## config.mk

```make
export PLATFORM = sky130hd
export DESIGN_NAME = kab_eic
export DESIGN_NICKNAME = d
export VERILOG_FILES = /design/src/rtl/kab_eic.sv
export SDC_FILE = /design/constraint.sdc
export NUM_CORES = 1
export LEC_CHECK = 0
export CORE_MARGIN = 2
export CORE_UTILIZATION = 25
export CTS_CLUSTER_SIZE = 25
export DETAILED_ROUTE_END_ITERATION = 10
export PLACE_DENSITY = 0.78
export RECOVER_POWER = 50
export SLEW_MARGIN = 10
export SYNTH_ARGS = -nofsm -noshare
export SYNTH_HDL_FRONTEND = slang
export SYNTH_SLANG_ARGS = --single-unit
```

## constraint.sdc

```tcl
create_clock -name Sys_Clock -period 1.1 [get_ports Sys_Clock]
set_input_delay 0.11 -clock Sys_Clock [delete_from_list [all_inputs] [get_ports Sys_Clock]]
set_output_delay 0.11 -clock Sys_Clock [all_outputs]
set_load 0.02 [all_outputs]
```

## src/rtl/kab_eic.sv

```systemverilog
// kab_eic: external interrupt controller with mask/pending registers and a single-request handshake FSM.
// Optional KAB_EIC_EDGE_DETECT_EN: rising-edge sources with sticky pending; otherwise pending follows the sources.
module kab_eic #(
  parameter int ID_WIDTH = 1,
  parameter int NUM_SRC  = 2**ID_WIDTH
) (
  input  logic                Sys_Clock,
  input  logic                Sys_Reset,
  input  logic [NUM_SRC-1:0]  Int_Src,
  input  logic                Sys_WrEn,
  input  logic                Sys_RdEn,
  input  logic [1:0]          Sys_Address,
  input  logic [31:0]         Sys_WrData,
  output logic [31:0]         Sys_RdData,
  output logic                EIC_IntReq,
  output logic [ID_WIDTH-1:0] EIC_IntId,
  input  logic                EIC_IntAck
);

  typedef enum logic [1:0] {
    S_IDLE = 2'd0,
    S_REQ  = 2'd1,
    S_GAP  = 2'd2
  } state_t;

  // state is the debug view of the handshake FSM
  state_t              state;
  state_t              state_next;
  logic [NUM_SRC-1:0]  mask;
  logic [NUM_SRC-1:0]  pending;
  logic [NUM_SRC-1:0]  pending_next;
  logic [NUM_SRC-1:0]  cand;
  logic [ID_WIDTH-1:0] int_id;
  logic [ID_WIDTH-1:0] sel_id;
  logic                any_cand;
  logic                load_id;
  logic                ack_fire;
  logic                wr_mask;
  logic [31:0]         rd_next;
  logic [31:0]         rd_data;

  assign wr_mask  = Sys_WrEn && (Sys_Address == 2'd0);
  assign cand     = pending & mask;
  assign any_cand = |cand;
  assign ack_fire = (state == S_REQ) && EIC_IntAck;

  // Lowest index wins: scan downward so the last hit is the smallest index.
  always_comb begin
    sel_id = '0;
    for (int i = NUM_SRC - 1; i >= 0; i--) begin
      if (cand[i]) sel_id = ID_WIDTH'(i);
    end
  end

`ifdef KAB_EIC_EDGE_DETECT_EN
  logic [NUM_SRC-1:0] src_prev;
  logic [NUM_SRC-1:0] src_event;
  logic [NUM_SRC-1:0] clr_w1c;
  logic [NUM_SRC-1:0] clr_ack;

  always_ff @(posedge Sys_Clock or posedge Sys_Reset) begin
    if (Sys_Reset) src_prev <= '0;
    else           src_prev <= Int_Src;
  end

  assign src_event = Int_Src & ~src_prev;
  assign clr_w1c   = (Sys_WrEn && (Sys_Address == 2'd1)) ? Sys_WrData[NUM_SRC-1:0] : '0;

  always_comb begin
    clr_ack = '0;
    for (int i = 0; i < NUM_SRC; i++) begin
      clr_ack[i] = ack_fire && (int_id == ID_WIDTH'(i));
    end
  end

  // A new event in the same cycle as a clear keeps the bit set.
  assign pending_next = (pending & ~(clr_w1c | clr_ack)) | src_event;
`else
  assign pending_next = Int_Src;
`endif

  always_ff @(posedge Sys_Clock or posedge Sys_Reset) begin
    if (Sys_Reset) begin
      mask    <= '0;
      pending <= '0;
    end else begin
      pending <= pending_next;
      if (wr_mask) mask <= Sys_WrData[NUM_SRC-1:0];
    end
  end

  // Handshake: valid is EIC_IntReq, ready is EIC_IntAck; a transfer happens on a
  // cycle with both high, and EIC_IntId is frozen while EIC_IntReq is high.
  always_ff @(posedge Sys_Clock or posedge Sys_Reset) begin
    if (Sys_Reset) begin
      state  <= S_IDLE;
      int_id <= '0;
    end else begin
      state <= state_next;
      if (load_id) int_id <= sel_id;
    end
  end

  always_comb begin
    state_next = state;
    load_id    = 1'b0;
    unique case (state)
      S_IDLE: begin
        if (any_cand) begin
          state_next = S_REQ;
          load_id    = 1'b1;
        end
      end
      S_REQ: begin
        if (EIC_IntAck) state_next = S_GAP;
      end
      S_GAP: begin
        state_next = S_IDLE;
      end
      default: begin
        state_next = S_IDLE;
      end
    endcase
  end

  assign EIC_IntReq = (state == S_REQ);
  assign EIC_IntId  = int_id;

  // Read data is taken from current register values, so a same-cycle write is not visible.
  always_comb begin
    rd_next = '0;
    case (Sys_Address)
      2'd0: rd_next[NUM_SRC-1:0] = mask;
      2'd1: rd_next[NUM_SRC-1:0] = pending;
      2'd2: begin
        rd_next[0]          = EIC_IntReq;
        rd_next[ID_WIDTH:1] = int_id;
      end
      default: rd_next = '0;
    endcase
  end

  always_ff @(posedge Sys_Clock or posedge Sys_Reset) begin
    if (Sys_Reset)     rd_data <= '0;
    else if (Sys_RdEn) rd_data <= rd_next;
  end

  assign Sys_RdData = rd_data;

  generate
    if (NUM_SRC < 32) begin : g_wrdata_upper
      logic unused_wrdata;
      assign unused_wrdata = ^Sys_WrData[31:NUM_SRC];
    end
  endgenerate

endmodule

```

# ---- Word-level counts from Yosys, hierarchy flattened
# Cells that the tools add are included.
dict set report totals {
  regBits 9
  output_inout_bits 34
  word_cells 24
}
dict set report classes {
  eq_ne 5
  bitwise 1
  mux 8
  reduce_logical 5
}
# operator count
set ops {}
lappend ops {{$pmux 2 s3} 1}
lappend ops {{$eq 2x1->1 const B} 2}
lappend ops {{$logic_not 2->1} 2}
lappend ops {{$mux 1} 4}
lappend ops {{$mux 2} 2}
lappend ops {{$pmux 2 s2} 1}
lappend ops {{$and 2x2->2} 1}
lappend ops {{$eq 2x2->1 const B} 1}
lappend ops {{$ne 2x1->1 const B} 1}
lappend ops {{$ne 2x2->1 const B} 1}
lappend ops {{$reduce_and 2->1} 1}
lappend ops {{$reduce_or 2->1} 1}
lappend ops {{$logic_and 1x1->1} 1}

# ---- Logic depth before layout (Yosys ltp)
# Gate-level depths: netlist of the first run.
dict set report logic_depth {
  ltp_word 4
  depth_mapped 3
}

# ---- Least setup slack after synthesis of the first run
# No wires, ideal clock.
dict set report synth_timing {
  path_type {register to register}
  start {register state[0]}
  end {register state[1]}
  path_slack_ns 0.115
  arrival_ns 0.918
  setup_time_ns 0.067
  required_time_ns 1.033
  path_stages_with_launch 3
  synth_period_minus_slack_ns 0.985
  cell_sequence {dfrtp_1 nor2b_1 and2_1}
}
dict set report synth_between {
  elab_chain_cells 3
}
# item line_no
set synth_rtl {}
lappend synth_rtl {{start: declaration} 27} ;# state_t state;
lappend synth_rtl {{start signal: assignment} 99} ;# state <= state_next;
lappend synth_rtl {{$eq 2x1->1 (*)} --}
lappend synth_rtl {{net EIC_IntReq} 15} ;# output logic EIC_IntReq,
lappend synth_rtl {{$ne 2x1->1 (no source line)} --}
lappend synth_rtl {{$reduce_and 2->1 (no source line)} --}
# The timed path passes the listed nets; every way through them passes the cells marked *.
# A chain may end at the register's enable or synchronous reset.

# ---- Worst setup path after layout of the first run
dict set report layout_timing {
  start {register rd_data[0], in the netlist Sys_RdData[0]}
  end {output Sys_RdData[0]}
}
# item line_no
set layout_rtl {}
lappend layout_rtl {{start: declaration} 40} ;# logic [31:0] rd_data;
lappend layout_rtl {{start signal: assignment} 145} ;# else if (Sys_RdEn) rd_data <= rd_next;
lappend layout_rtl {{end: declaration} 14} ;# output logic [31:0] Sys_RdData,
# No word-level cell between the ends.

==> impl_metrics.yaml, run 1 <==
cells_and_area:
  antennaDiodeCount: 0
  syn2layout_area_growth_pct: 20.41
  drive_above_1_share_pct: 18.52
  fin_nets: 123
setup_path:
  critical_path.slowest_cell: "dfrtp_1"
  r2r_slack_ns: 0.06
  critical-path-top-delay-family: "flip-flops"
  crit_path_end_kind: "output pin"
  cp.buffers_inverters: 1
  r2r_end: "Sys_RdData[1]"
  required_ns: 0.99
  path_depth: 1
  cp.arrival_ns: 0.95
  start_kind: "flop"
  worstSetupEndpoint: "Sys_RdData[0]"
  r2r_cells: 4
  r2r-start: "EIC_IntId"
  crit_path_max_fanout: 2
  cp-startpoint: "Sys_RdData[0]"
  crit_chain: "dlygate4sd2_1"
  crit_type: "reg2out"
  critical-path-max-stage-delay_ns: 0.38
route:
  viasPerCell: 3.899
  wirelength_um: 1054
  vias: 425
  drc: 0
  drtPass1Iterations: 4
  avgRoutedWirePerCell_um: 9.670
  dr.first_iter.drc_count: 6
  ant_nets: 0
global_routing:
  track_usage_pct: 7.747
  grt_pass1_vias: 371
  grt_max_degree: 10
  use_met3_pct: 1.695
  grt_use_met1_pct: 6.957
  overflow: 0
  antenna_found_initial: 0
  grtUsageMet2_pct: 15.84
  grt.busiest_layer: "met2"
  grt_pass1_wl_um: 1593
placement:
  hpwl_um: 909.7
  portBuffers: 14
  pre_cts_ws_ns: -0.1936
  gp_congestion: 0.8241
hold_path:
  worstHoldPathType: "in2async"
synthesis:
  synth_seq_area_share_pct: 37.11
  synth_cell_types: 17
  synthCells: 59
  yosysWarnings: 0
  yosys.area.top_type: "buf_4"
  yosys-top-cells-area: "buf_4 37%, dfrtp_1 37%, mux2_2 3.7%, mux2i_1 3.3%, o211ai_1 2.5%"
  synthArstFlopShare_pct: 100.0
  yosys_register_bits: 9
  yosysMostFrequentCell: "buf_4"
  synth_edf_count: 0
  synth_area_um2: 606.8
  synth_commonest_cells: "30 x buf_4, 9 x dfrtp_1"
  synth_top_area_share_pct: 37.11
  avgSynthCellArea_um2: 10.29
  synthFlopType: "dfrtp_1"
status:
  status: "complete, no violations"
cts:
  cts.sinks: 9
  clockBufferDepth: 2
  cts_setup_buffers: 0
  htree_levels: 1
  clkSlewWorstSetupHoldPaths_ns: 0.06
  cts_root_buffer: "clkbuf_4"
  clock_latency_ns: 0.26
  numCtsBuffers: 3
  cts_tree: "yes"
job:
  drv_cap: 0
timing:
  period_share_pct: 96.53
  tns_ns: 0
  rsz0062_at_grt: "yes"
  fmaxAchievable_ghz: 0.9418
  clock_skew_ns: 0.001073
  fin_ws_ns: 0.03822
  setup-violations-final: 0
  finalHoldViolCount: 0
  fin_crit_ns: 1.062
  slew_viol_final: 0
power_and_ir_drop:
  power_leakage_nw: 0.3545
  powerDensity_nw_per_um2: 1759
  vdd_ir_drop_max_mv: 0.7025
floorplan:
  dieHeight_um: 53.27
  start_util_pct: 26.91
  die-area_um2: 2837
  placementRows: 17
  pin_count: 75
  core_region_area_um2: 2255
  die_w_um: 53.27
==> metal layers <==
metal	vias up	wire [um]
met5	-	0
met4	0	12
met3	2	112
met2	36	610
met1	204	318
li1	183	-
==> worst register-to-register path, stage by stage, from the launching register on <==
cell      delay (ns)
dfrtp_1         0.41
buf_6           0.13
mux2i_2         0.15
o211ai_1        0.12
o21a_1          0.13
==> layout make-up <==
type | instances | area [um2]
Tap cell | 28 | 35.03
Clock buffer | 4 | 26.28
Sequential cell | 9 | 225.2
Timing Repair Buffer | 19 | 172.7
Fill cell | 241 | 1524
Multi-Input combinational cell | 48 | 267.8
Inverter | 1 | 3.754
==> layout by cell type, fill, tap and decap left out <==
master / instances
mux2i_1: 1
and2_1: 1
clkdlybuf4s15_1: 1
clkbuf_2: 1
clkdlybuf4s50_1: 7
o21a_1: 2
nor3b_2: 1
clkbuf_4: 3
buf_6: 1
conb_1: 30
nand4bb_1: 1
nand3b_1: 1
dlygate4sd2_1: 1
dfrtp_1: 9
mux2_2: 2
nor2b_2: 1
o211ai_1: 2
mux2i_2: 1
a31oi_1: 2
nor2_1: 1
buf_4: 5
clkbuf_1: 1
a211oi_1: 1
dlygate4sd3_1: 3
a221oi_1: 1
inv_1: 1
==> how the worst min path moves through the flow <==
| stage | to | depth (start not counted) |
|---|---|---|
| after floorplan | EIC_IntId | 1 |
| after global placement | state[0] | 2 |
| after detailed placement | state[0] | 2 |
| after CTS | state[0] | 2 |
| after global routing | mask[0] | 2 |
| final | mask[0] | 2 |
==> power breakdown <==
group	internal, mW	switching [mW]	total [mW]
clock	0.140	0.117	0.257
sequential	0.409	0.0597	0.469
combinational	0.248	0.311	0.559
total	0.798	0.488	1.29
==> logic make-up (layout without fill, tap and decap cells) <==
logic type	Yosys count	in the layout	synth area share, %
other	1	30	0.6180
multiplexers	4	4	7.010
flip-flops	9	9	37.11
AO/OA/AOI/OAI	8	8	9.690
AND/OR/NAND/NOR	6	6	7.836
buffers and inverters	31	24	37.73
==> through the flow <==
step,std cells,util (%),instance area (um2),hold WS (ns),power (mW)
after CTS,109,32.02,721.9,0.1259,1.252
final,109,32.41,730.7,0.2541,1.286
after floorplan,88,-,715.7,-0.06208,0.8404
after global placement,105,31.19,703.2,0.3836,1.010
after detailed placement,105,31.19,703.2,0.3963,1.035
after global routing,109,32.41,730.7,0.2710,1.362
==> sequential cells by signal, indices dropped and copies added (netlist names) <==
name	cells
Sys_RdData	2
pending	2
state	2
EIC_IntId	1
mask	2
==> repair_timing <==
action | 4_1_cts | 5_1_grt
endpoints found under the setup margin | 4 | 3
resized for setup | 8 | 6
endpoints found under the hold margin | 0 | 0
pin swaps | 0 | 0
hold buffers | 0 | 0
gates cloned | 0 | 0
(Power assumes the default switching activity.)
==> run 2: changes to the inputs <==
--- a/config.mk
+++ b/config.mk
@@ -5,12 +5,12 @@
 export SDC_FILE = /design/constraint.sdc
 export NUM_CORES = 1
 export LEC_CHECK = 0
-export CORE_MARGIN = 2
 export CORE_UTILIZATION = 25
 export CTS_CLUSTER_SIZE = 25
 export DETAILED_ROUTE_END_ITERATION = 10
 export PLACE_DENSITY = 0.78
 export RECOVER_POWER = 50
+export SKIP_CTS_REPAIR_TIMING = 1
 export SLEW_MARGIN = 10
 export SYNTH_ARGS = -nofsm -noshare
 export SYNTH_HDL_FRONTEND = slang
==> impl_metrics.yaml, run 2 (synthesis results as in run 1) <==
status:
  status: "complete, no violations"
global_routing:
  grt_use_met1_pct: 5.989
  overflow: 0
  grt_max_degree: 10
  grtUsageMet2_pct: 14.04
  antenna_found_initial: 0
  grt_pass1_vias: 366
  track_usage_pct: 7.467
  grt.busiest_layer: "met2"
  use_met3_pct: 1.488
  grt_pass1_wl_um: 1366
timing:
  period_share_pct: 94.25
  setup-violations-final: 0
  fin_hold_ws_ns: 0.2428
  finalHoldViolCount: 0
  clock_skew_ns: 0.0007205
  fin_ws_ns: 0.06320
  fmaxAchievable_ghz: 0.9645
  rsz0062_at_grt: "no"
  slew_viol_final: 0
  fin_crit_ns: 1.037
route:
  drc: 0
  wirelength_um: 859
  ant_nets: 0
  dr.first_iter.drc_count: 4
  drtPass1Iterations: 4
  viasPerCell: 3.800
  avgRoutedWirePerCell_um: 7.809
  vias: 418
placement:
  gp_congestion: 0.7605
  pre_cts_ws_ns: -0.1873
  portBuffers: 14
  dp_cells: 106
  hpwl_um: 735.2
cts:
  cts.sinks: 9
  htree_levels: 1
  numCtsBuffers: 3
  clock_latency_ns: 0.26
  clockBufferDepth: 2
  clkSlewWorstSetupHoldPaths_ns: 0.06
  cts_tree: "yes"
  cts_root_buffer: "clkbuf_4"
floorplan:
  start_util_pct: 26.91
  die-area_um2: 2628
  dieHeight_um: 51.27
  pin_count: 75
  die_w_um: 51.27
  core_region_area_um2: 2255
  placementRows: 17
cells_and_area:
  drive_above_1_share_pct: 17.07
  antennaDiodeCount: 0
  final_common_cell: "conb_1"
  final_cell_mix: "30 x conb_1, 9 x dfrtp_1, 7 x clkdlybuf4s50_1, 7 x buf_4"
  fillers: 247
  fin_cells: 110
  fin_nets: 124
  syn2layout_area_growth_pct: 22.68
setup_path:
  crit_path_max_fanout: 2
  required_ns: 0.99
  critical_path.slowest_cell: "dfrtp_1"
  cp.arrival_ns: 0.93
  crit_path_end_kind: "output pin"
  start_kind: "flop"
  critical-path-max-stage-delay_ns: 0.37
  r2r-start: "state[1]"
  r2r_slack_ns: 0.10
  crit_type: "reg2out"
  crit_chain: "nor2b_2 > buf_4"
  r2r_end: "Sys_RdData[0]"
  r2r_cells: 4
power_and_ir_drop:
  power_leakage_nw: 0.3865
  powerDensity_nw_per_um2: 1682
  vdd_ir_drop_max_mv: 0.8691
job:
  drv_cap: 0
hold_path:
  worstHoldPathType: "in2async"
[run 2: changes by cell type in the layout (fill, tap and decap cells not counted), sizes merged]
| cell | before | now |
|---|---|---|
| buf | 6 | 7 |
| clkbuf | 5 | 4 |
| clkdlybuf4s15 | 1 | 0 |
| dlygate4sd2 | 1 | 0 |
| dlymetal6s2s | 0 | 3 |
[run 2: where the power goes]
part	switching (mW)	internal (mW)
Combinational	0.292	0.253
Sequential	0.0512	0.410
Clock	0.107	0.139
Total	0.451	0.802
[run 2: worst max path at each step]
stage               slack, ns         end            from
global placement        -0.17     mask[0]  Sys_Address[1]
floorplan                0.11    state[1]        state[0]
detailed placement      -0.19     mask[0]  Sys_Address[1]
CTS                     -0.42  EIC_IntReq        state[1]
global route             0.02  EIC_IntReq        state[1]
finish                   0.06  EIC_IntReq        state[0]
[run 2: layout make-up]
type | count | area (um2) | share of cell area (%)
clock buffers | 4 | 26.28 | 3.529
inverters | 1 | 3.754 | 0.5042
multi-input cells | 48 | 264.0 | 35.46
flip-flops and latches | 9 | 225.2 | 30.25
well taps | 28 | 35.03 | 4.706
repair buffers | 20 | 190.2 | 25.55
[run 2: critical path: cells and delay by family (launching register included)]
family | cells | cell delay, ns
buf+inv | 1 | 0.15
flops | 1 | 0.37
simple gates | 1 | 0.15
[run 2: metal layers]
metal | vias to the layer above | share of wire [%]
met5 | - | 0
met3 | 3 | 12
li1 | 186 | -
met1 | 188 | 32
met4 | 0 | 3.4
met2 | 41 | 52
[run 2: through the flow]
stage,total power [mW],utilization (%),cell area [um2],TNS [ns]
final,1.252,33.02,744.5,0
after global routing,1.329,33.02,744.5,0
after CTS,1.279,32.69,737.0,-1.152
after detailed placement,1.022,31.52,710.7,-0.8110
after global placement,1.011,31.52,710.7,-0.7472
after floorplan,0.8404,-,715.7,0
